<file path="config.mk">
export PLATFORM = sky130hd
export DESIGN_NAME = packet_rr_arbiter
export DESIGN_NICKNAME = d
export VERILOG_FILES = /design/src/rtl/router_pkg.sv /design/src/rtl/rr_pick.sv /design/src/rtl/packet_rr_arbiter.sv
export SDC_FILE = /design/constraint.sdc
export NUM_CORES = 1
export LEC_CHECK = 0
export ABC_AREA = 1
export CORE_UTILIZATION = 30
export CTS_CLUSTER_SIZE = 40
export DETAILED_ROUTE_END_ITERATION = 10
export PLACE_DENSITY = 0.66
export SYNTH_ARGS = -nofsm -noshare
export SYNTH_HDL_FRONTEND = slang
export SYNTH_HIERARCHICAL = 1
export SYNTH_SLANG_ARGS = --single-unit
</file>
<file path="constraint.sdc">
create_clock -name clk -period 1.8 [get_ports clk]
set_clock_uncertainty 0.05 [all_clocks]
set_input_delay 0.36 -clock clk [delete_from_list [all_inputs] [get_ports clk]]
set_output_delay 0.36 -clock clk [all_outputs]
set_load 0.005 [all_outputs]
</file>
<file path="src/rtl/router_pkg.sv">
// Shared router definitions: packet header layout, size-field width and the
// output-arbiter state encoding.
package router_pkg;

    localparam int SIZE_BITS = 3;

    localparam logic [1:0] OFS_SRC_ID = 2'd0;
    localparam logic [1:0] OFS_DST_ID = 2'd1;
    localparam logic [1:0] OFS_SIZE   = 2'd2;
    localparam logic [1:0] OFS_DATA   = 2'd3;

    typedef enum logic [1:0] {
        ST_IDLE = 2'd0,
        ST_HDR  = 2'd1,
        ST_DATA = 2'd2,
        ST_CRC  = 2'd3
    } arb_state_e;

endpackage

</file>
<file path="src/rtl/rr_pick.sv">
// Combinational round-robin picker: first requester at or after rr_ptr,
// wrapping modulo NREQ, returned both one-hot and as an index.
module rr_pick #(
    parameter int NREQ = 4,
    parameter int PW   = (NREQ > 1) ? $clog2(NREQ) : 1
) (
    input  logic [NREQ-1:0] req,
    input  logic [PW-1:0]   rr_ptr,
    output logic [NREQ-1:0] winner,
    output logic [PW-1:0]   winner_idx,
    output logic            any
);

    localparam logic [NREQ-1:0] ONE = {{(NREQ-1){1'b0}}, 1'b1};

    logic [PW-1:0] idx_s;

    // Scan from lowest to highest priority so the rr_ptr slot is written last.
    always_comb begin
        any        = |req;
        winner_idx = '0;
        idx_s      = '0;
        for (int k = NREQ - 1; k >= 0; k--) begin
            idx_s      = PW'((32'(rr_ptr) + 32'(k)) % NREQ);
            winner_idx = req[idx_s] ? idx_s : winner_idx;
        end
        winner = any ? (ONE << winner_idx) : '0;
    end

endmodule

</file>
<file path="src/rtl/packet_rr_arbiter.sv">
// Output-port arbiter: grants whole packets round-robin, tracks the header to
// find the CRC byte, and muxes the granted port onto the link.
module packet_rr_arbiter
    import router_pkg::*;
#(
    parameter int NREQ      = 4,
    parameter int UWIDTH    = 8,
    parameter int SIZE_BITS = router_pkg::SIZE_BITS
) (
    input  logic                   clk,
    input  logic                   rst,
    input  logic [NREQ-1:0]        req,
    input  logic [NREQ-1:0]        in_valid,
    input  logic [NREQ*UWIDTH-1:0] in_data,
    output logic [NREQ-1:0]        in_ready,
    output logic [NREQ-1:0]        grant,
    output logic                   out_valid,
    output logic [UWIDTH-1:0]      out_data,
    input  logic                   out_ready,
    output logic                   out_sop,
    output logic                   out_eop
);

    localparam int PW = (NREQ > 1) ? $clog2(NREQ) : 1;

    arb_state_e            state_r;
    logic [NREQ-1:0]       grant_r;
    logic [PW-1:0]         gidx_r;
    logic [PW-1:0]         rr_ptr_r;
    logic [1:0]            byte_cnt_r;
    logic [SIZE_BITS-1:0]  dsz_r;

    logic [NREQ-1:0]       pick_onehot_s;
    logic [PW-1:0]         pick_idx_s;
    logic                  pick_any_s;
    logic                  out_valid_s;
    logic [UWIDTH-1:0]     out_data_s;
    logic                  beat_s;

    rr_pick #(.NREQ(NREQ), .PW(PW)) u_pick (
        .req        (req),
        .rr_ptr     (rr_ptr_r),
        .winner     (pick_onehot_s),
        .winner_idx (pick_idx_s),
        .any        (pick_any_s)
    );

    // AND-OR mux of the granted port; an all-zero grant yields zero outputs.
    always_comb begin
        out_valid_s = 1'b0;
        out_data_s  = '0;
        for (int i = 0; i < NREQ; i++) begin
            out_valid_s = out_valid_s | (grant_r[i] & in_valid[i]);
            out_data_s  = out_data_s | (in_data[i*UWIDTH +: UWIDTH] & {UWIDTH{grant_r[i]}});
        end
    end

    assign beat_s    = out_valid_s & out_ready;
    assign out_valid = out_valid_s;
    assign out_data  = out_data_s;
    assign grant     = grant_r;
    assign in_ready  = {NREQ{out_ready}} & grant_r;
    assign out_sop   = out_valid_s & (state_r == ST_HDR) & (byte_cnt_r == OFS_SRC_ID);
    assign out_eop   = out_valid_s & (state_r == ST_CRC);

    // Packet FSM: arbitrate in IDLE, then follow header/payload/CRC on beats only.
    always_ff @(posedge clk) begin
        if (rst) begin
            state_r    <= ST_IDLE;
            grant_r    <= '0;
            gidx_r     <= '0;
            rr_ptr_r   <= '0;
            byte_cnt_r <= 2'd0;
            dsz_r      <= '0;
        end else begin
            case (state_r)
                ST_IDLE: begin
                    if (pick_any_s) begin
                        grant_r    <= pick_onehot_s;
                        gidx_r     <= pick_idx_s;
                        byte_cnt_r <= 2'd0;
                        state_r    <= ST_HDR;
                    end
                end
                ST_HDR: begin
                    if (beat_s) begin
                        byte_cnt_r <= byte_cnt_r + 2'd1;
                        if (byte_cnt_r == OFS_SIZE) begin
                            dsz_r   <= out_data_s[SIZE_BITS-1:0];
                            state_r <= (out_data_s[SIZE_BITS-1:0] != '0) ? ST_DATA : ST_CRC;
                        end
                    end
                end
                ST_DATA: begin
                    if (beat_s) begin
                        dsz_r <= dsz_r - SIZE_BITS'(1);
                        if (dsz_r == SIZE_BITS'(1)) begin
                            state_r <= ST_CRC;
                        end
                    end
                end
                ST_CRC: begin
                    if (beat_s) begin
                        grant_r  <= '0;
                        rr_ptr_r <= (gidx_r == PW'(NREQ - 1)) ? '0 : gidx_r + PW'(1);
                        state_r  <= ST_IDLE;
                    end
                end
                default: begin
                    grant_r <= '0;
                    state_r <= ST_IDLE;
                end
            endcase
        end
    end

endmodule

</file>
After elaboration in Yosys (flattened, before gate mapping)
Index checks and enable logic that the tools add are counted.

Flip-flop bits (word level): 15. Memories: 0. Input bits: 43. Output and inout port bits: 19. Bits in read-only memories: 0. Memory bits (writable): 0. Latch bits: 0. Word-level logic and storage cells: 92.

Multiplexer cells: 31. Eq/ne operators: 12. Add/subtract/negate cells: 6. Bitwise logic cells: 19. $lt $le $gt $ge: 4. Shift-type cells: 1. Multiply operators: 0. Reductions and logical operators: 13. Divide/modulo/power cells: 0.

Operators by type and width (number): $and 8x8->8 (4); $mux 2 (13); $or 8x8->8 (3); $lt 2x3->1 const B (4); $ne 2x2->1 const B (5); $mux 3 (3); $and 1x1->1 (8); $bmux 1 s2 (4); $eq 2x2->1 const B (4); $mux 4 (2); $pmux 2 s4 (1); $pmux 4 s2 (1); $add 2x1->2 const B (3); $pmux 3 s2 (1); $reduce_and 3->1 (2); $reduce_and 6->1 (1); $reduce_bool 2->1 (3); $mux 1 (5); $add 2x2->2 const B (2); $and 4x4->4 (1); $logic_not 2->1 (2); $pmux 2 s2 (1); $reduce_and 2->1 (2); $reduce_and 4->1 (1); other kinds (8) (10).

Logic depth before layout (Yosys ltp)
Depth in word-level cells: 10. Gate-level depth with buffers: 13. Depth with buffers taken out: 13.

By module
Netlist, hierarchy kept.

Modules (own cells, without submodules): packet_rr_arbiter (times used 1, area each 1188.6 um^2, sequential area each 300.3 um^2, cells an instance 192); rr_pick (times used 1, area each 280.3 um^2, sequential area each 0.0 um^2, cells an instance 65).

Worst setup path after synthesis
OpenSTA, ideal clock, no wires.

Path type: reg2reg. Start: register state_r[0]. End: register grant_r[0] (netlist: grant[0]). Data required time: 1680 ps. Buffers on the path: 0. Arrival: 1350 ps. Setup slack: 329 ps. Cell stages (with the launch flop): 10. Period minus slack after synthesis: 1471 ps. Library setup time: 70 ps. Cell sequence: dfxtp_1 > inv_1 > ha_1 > inv_1 > nor2_1 > a21oi_1 > o21ai_4 > inv_2 > nand3_1 > a21oi_1.

Longest elaborated chain between the ends: 3. Elaborated cells on any way between the ends: 7. Those cells by class: eq/ne (3); mux (1); reduce/logical (3).

Ends and longest elaborated chain: from (decl) (line packet_rr_arbiter.sv:26) `arb_state_e state_r;`; from (signal assigned) (line packet_rr_arbiter.sv:90) `state_r <= (out_data_s[SIZE_BITS-1:0] != '0) ? ST_DATA : ST_CRC;`; $eq 2x2->1 or $logic_not 2->1 (tied branches) (line packet_rr_arbiter.sv:76) `case (state_r)`; $ne 2x2->1 (no line) or $reduce_bool 2->1 (tied branches); $reduce_and 3->1 (no line); to (signal assigned) (line packet_rr_arbiter.sv:79) `grant_r <= pick_onehot_s;`; to (decl) (line packet_rr_arbiter.sv:27) `logic [NREQ-1:0] grant_r;`.

Several ways; a longest one is shown, not always the timed one. A chain may end at the register's enable or synchronous reset.

Worst setup path in the final report
Start: input in_valid[2]. End: output out_sop.

Longest elaborated chain between the ends: 5.

Ends and longest elaborated chain: from (decl) (line packet_rr_arbiter.sv:13) `input logic [NREQ-1:0] in_valid,`; $and 1x1->1 (line packet_rr_arbiter.sv:53) `out_valid_s = out_valid_s | (grant_r[i] & in_valid[i]);`; $or 1x1->1 (2 in series) (line packet_rr_arbiter.sv:53); $and 1x1->1 (2 in series) (line packet_rr_arbiter.sv:63) `assign out_sop = out_valid_s & (state_r == ST_HDR) & (byte_cnt_r == OFS_SRC_ID);`; to (decl) (line packet_rr_arbiter.sv:20) `output logic out_sop,`.

No other way between the ends.

==> summary.md <==
| Metric | Value |
|---|---|
| Mapped Nets | 310 |
| Post-CTS Hold Fix Bufs | 0 |
| Post-placement cell count | 402 |
| Mean post-synth cell area | 5.716 um2 |
| Initial antenna violation count | 0 |
| CP max FO | 3 |
| Final hold violation count | 0 |
| Synthesis Warnings | 6 |
| Tmin final | 1.748 ns |
| Layout Nets | 396 |
| Setup-failing EPs final | 0 |
| Crit path DAT | 1.34 ns |
| Hold Crit Class | reg2reg |
| Max Clock Freq | 572.2 MHz |
| Sw power | 0.7259 mW |
| Skew-Pair Late Insertion Delay | 0.24 ns |
| CP max-delay cell | clkdlybuf4s50_1 |
| Status | complete, no violations |
| Via count | 1791 |
| Max Cap Violations | 0 |
| Antenna diodes | 0 |
| Fill cells | 473 |
| Gr ovfl total | 0 |
| Number of buffers inserted by port buffering | 61 |
| Yosys cell types | 21 |
| Longest Clk Path Bufs | 2 |
| CP endpoint kind | output pin |
| Layout cells sized above 1 | 16.67% |
| Row Count | 25 |
| Wire per inst | 10.02 um |
| Remaining antenna violation count after routing | 0 |
| CTS H-tree lvls | 1 |
| Tot Pwr | 1.840 mW |
| Clock tree sinks | 15 |
| Starting density of the core | 31.10% |
| CTS tree | done |
| Worst Setup Path Type | in2out |
| Final critical-path share of the clock period | 97.09% |
| Floorplan die height | 71.98 um |
| Vias in the first global route | 1637 |
| Internal Power | 1.115 mW |
| Max rail drop VDD | 390.8 uV |
| Clk root buf | clkbuf_8 |
| Register area | 307.8 um2 |
| Cells after synthesis | 257 |
| DR pass1 iterations | 4 |
| Hold Path Cell Cnt | 2 |
| DR vias/cell | 4.379 |
| Worst endpoint required time | 1.39 ns |
| Worst Reg2Reg Path Length in Cells | 10 |
| Gate power share | 61.1% |
| Die area | 5180 um2 |
| Buf+Inv Stages, Crit Path | 3 |
| Slew @ Worst Pin | 0.2711 ns |
| Slew margin rel. | 81.87% |
| Sequential share of power | 24.0% |
| First-pass GRT wire length | 6927 um |
| Worst reg2reg setup slack | 0.17 ns |
| Power Density | 774.1 nW/um2 |
| Delay-heaviest family, CP | buffers and inverters |
| Delay of the slowest critical-path stage | 0.40 ns |
| DP HPWL | 3433 um |
| Post-synthesis sequential area ratio | 20.44% |
| Post-Syn Area | 1469 um2 |
| Total wire length | 4098 um |
| Top Ports | 62 |
| Hold path startpoint | byte_cnt_r[0] |
| Area of the multi-input gates | 985.9 um2 |
| Clk pin slew, worst setup/hold paths | 0.06 ns |
| Drt drc | 0 |
| Reg2reg start | state_r[1] |
| Layout area overhead | 61.84% |
| Core Area | 4723 um2 |
| Lkg Pwr | 1.194 nW |
| R2r endpoint | state_r[0] |
| Worst setup SP type | input port |
| Yosys reg bits | 15 |
| Critical-path cell list | clkdlybuf4s50_1 > nand2_1 > nand2_2 > buf_4 > nor2_4 > nor2_1 > buf_2 |
| Pin count of the biggest net entering global routing | 12 |
| Clk network pwr share | 14.9% |
| Initial DRC count | 43 |
| RD Place Congestion | 0.8238 |
| RSZ-0062 raised after global routing | yes |
| Worst hold path endpoint | byte_cnt_r[0] |
| CTS Buf Count | 3 |
| GR Util All Layers | 16.36% |
| DIE WIDTH | 71.98 um |
| Final slew viol count | 0 |
| Post-route insts no fill | 409 |
| Switch share | 39.44% |
layout make-up:
class | count | area share [%]
Clock buffer | 4 | 1.895
Sequential cell | 15 | 12.95
Timing Repair Buffer | 87 | 33.84
Tap cell | 67 | 3.526
Multi-Input combinational cell | 196 | 41.47
Inverter | 40 | 6.316
synthesized netlist by cell type:
library cell / n / area [um2]
nand2_1: 100 / 375.4
inv_1: 37 / 138.9
nor2_1: 19 / 71.32
a21oi_1: 17 / 85.08
nand3_1: 16 / 80.08
dfxtp_1: 15 / 300.3
o21ai_0: 12 / 60.06
ha_1: 10 / 125.1
nand2_2: 6 / 37.54
nand4_1: 6 / 37.54
buf_6: 3 / 33.78
inv_2: 3 / 11.26
nor2_2: 3 / 18.77
buf_4: 2 / 15.01
nor3_1: 2 / 10.01
clkbuf_1: 1 / 3.750
nand3_2: 1 / 10.01
nor2_4: 1 / 11.26
o21ai_4: 1 / 16.27
o21bai_4: 1 / 18.77
xor2_1: 1 / 8.760
layer usage:
layer / GRT usage [%] / part of all wire [%] / vias to the layer above / wire length [um]
met5: 0 / 0 / - / 0
met4: 4.575 / 0.88 / 0 / 36
met3: 3.056 / 7.1 / 2 / 291
met2: 30.08 / 47 / 51 / 1938
met1: 19.35 / 45 / 772 / 1831
li1: - / - / 966 / -
sequential cells by signal, indices dropped and copies added, names as in the netlist:
register	flops
byte_cnt_r	2
gidx_r	2
rr_ptr_r	2
dsz_r	3
grant	4
state_r	2
how the worst max path moves through the flow:
stage | from | to | slack [ns] | depth (start not counted)
after detailed placement | in_valid[0] | out_eop | -0.29 | 6
after floorplan | state_r[0] | grant[0] | 0.33 | 9
final | in_valid[2] | out_sop | 0.05 | 7
after global placement | in_valid[1] | out_sop | -0.29 | 6
after global routing | in_valid[2] | state_r[1] | -0.03 | 11
after CTS | in_valid[3] | out_eop | -0.11 | 7
kinds of logic (layout without fill, tap and decap cells):
logic type	after synthesis	after routing	share of synthesized area [%]
flip-flops	15	15	20.44
buffers and inverters	46	131	13.80
AO/OA/AOI/OAI	31	31	12.27
adder cells (fa/ha/maj)	10	10	8.518
AND/OR/NAND/NOR	154	154	44.38
XOR/XNOR	1	1	0.5964
stage by stage:
step	setup TNS (ns)	instance area [um2]	hold WS [ns]	worst slack (ns)	util (%)
after floorplan	0	1469	0.3996	0.3292	-
after global placement	-2.740	2296	0.4100	-0.2866	48.61
after detailed placement	-3.157	2296	0.4185	-0.2885	48.61
after CTS	-0.1141	2349	0.4272	-0.1141	49.72
after global routing	-0.05690	2377	0.4662	-0.03378	50.33
final	0	2377	0.4256	0.05246	50.33
cells in the final DEF (no fill, tap or decap):
master,netlist,routed
clkdlybuf4s50_1,0,47
nand4_1,6,6
nor2_1,19,18
nand2_2,6,9
nand3_2,1,2
buf_12,0,1
buf_4,2,24
clkbuf_1,1,1
buf_2,0,1
dfxtp_2,0,3
inv_1,37,36
nor2_4,1,2
dlymetal6s2s_1,0,2
clkbuf_2,0,1
dlygate4sd2_1,0,10
clkbuf_8,0,3
o21ai_0,12,12
o21ai_4,1,1
nand3_1,16,15
ha_1,10,10
nor2_2,3,3
buf_6,3,1
xor2_1,1,1
o21bai_4,1,1
dfxtp_1,15,11
nor3_1,2,2
a21oi_1,17,17
dfxtp_4,0,1
nand2_1,100,97
inv_2,3,4
power groups by stage:
stage	Combinational, mW	Sequential (mW)	Clock (mW)
2_1_floorplan	0.632	0.437	0
3_5_place_dp	1.14	0.445	0
5_1_grt	1.27	0.452	0.298
4_1_cts	1.12	0.439	0.282
3_3_place_gp	1.12	0.445	0
6_report	1.12	0.441	0.275
worst reg2reg max path: stages, from the launching register on:
cell and delay (ns):
dfxtp_1 0.34, inv_1 0.11, ha_1 0.18, buf_4 0.13
inv_1 0.05, buf_4 0.14, nor3_1 0.20, nand3_1 0.11
nand3_1 0.08, nand2_1 0.06, a21oi_1 0.13
repair_timing:
item,in CTS,in global routing
pin swaps,6,6
setup endpoints to repair,15,12
resized for setup,18,13
gates cloned,0,0
setup buffers,2,2
No activity file was read; power rests on OpenSTA's default activity.
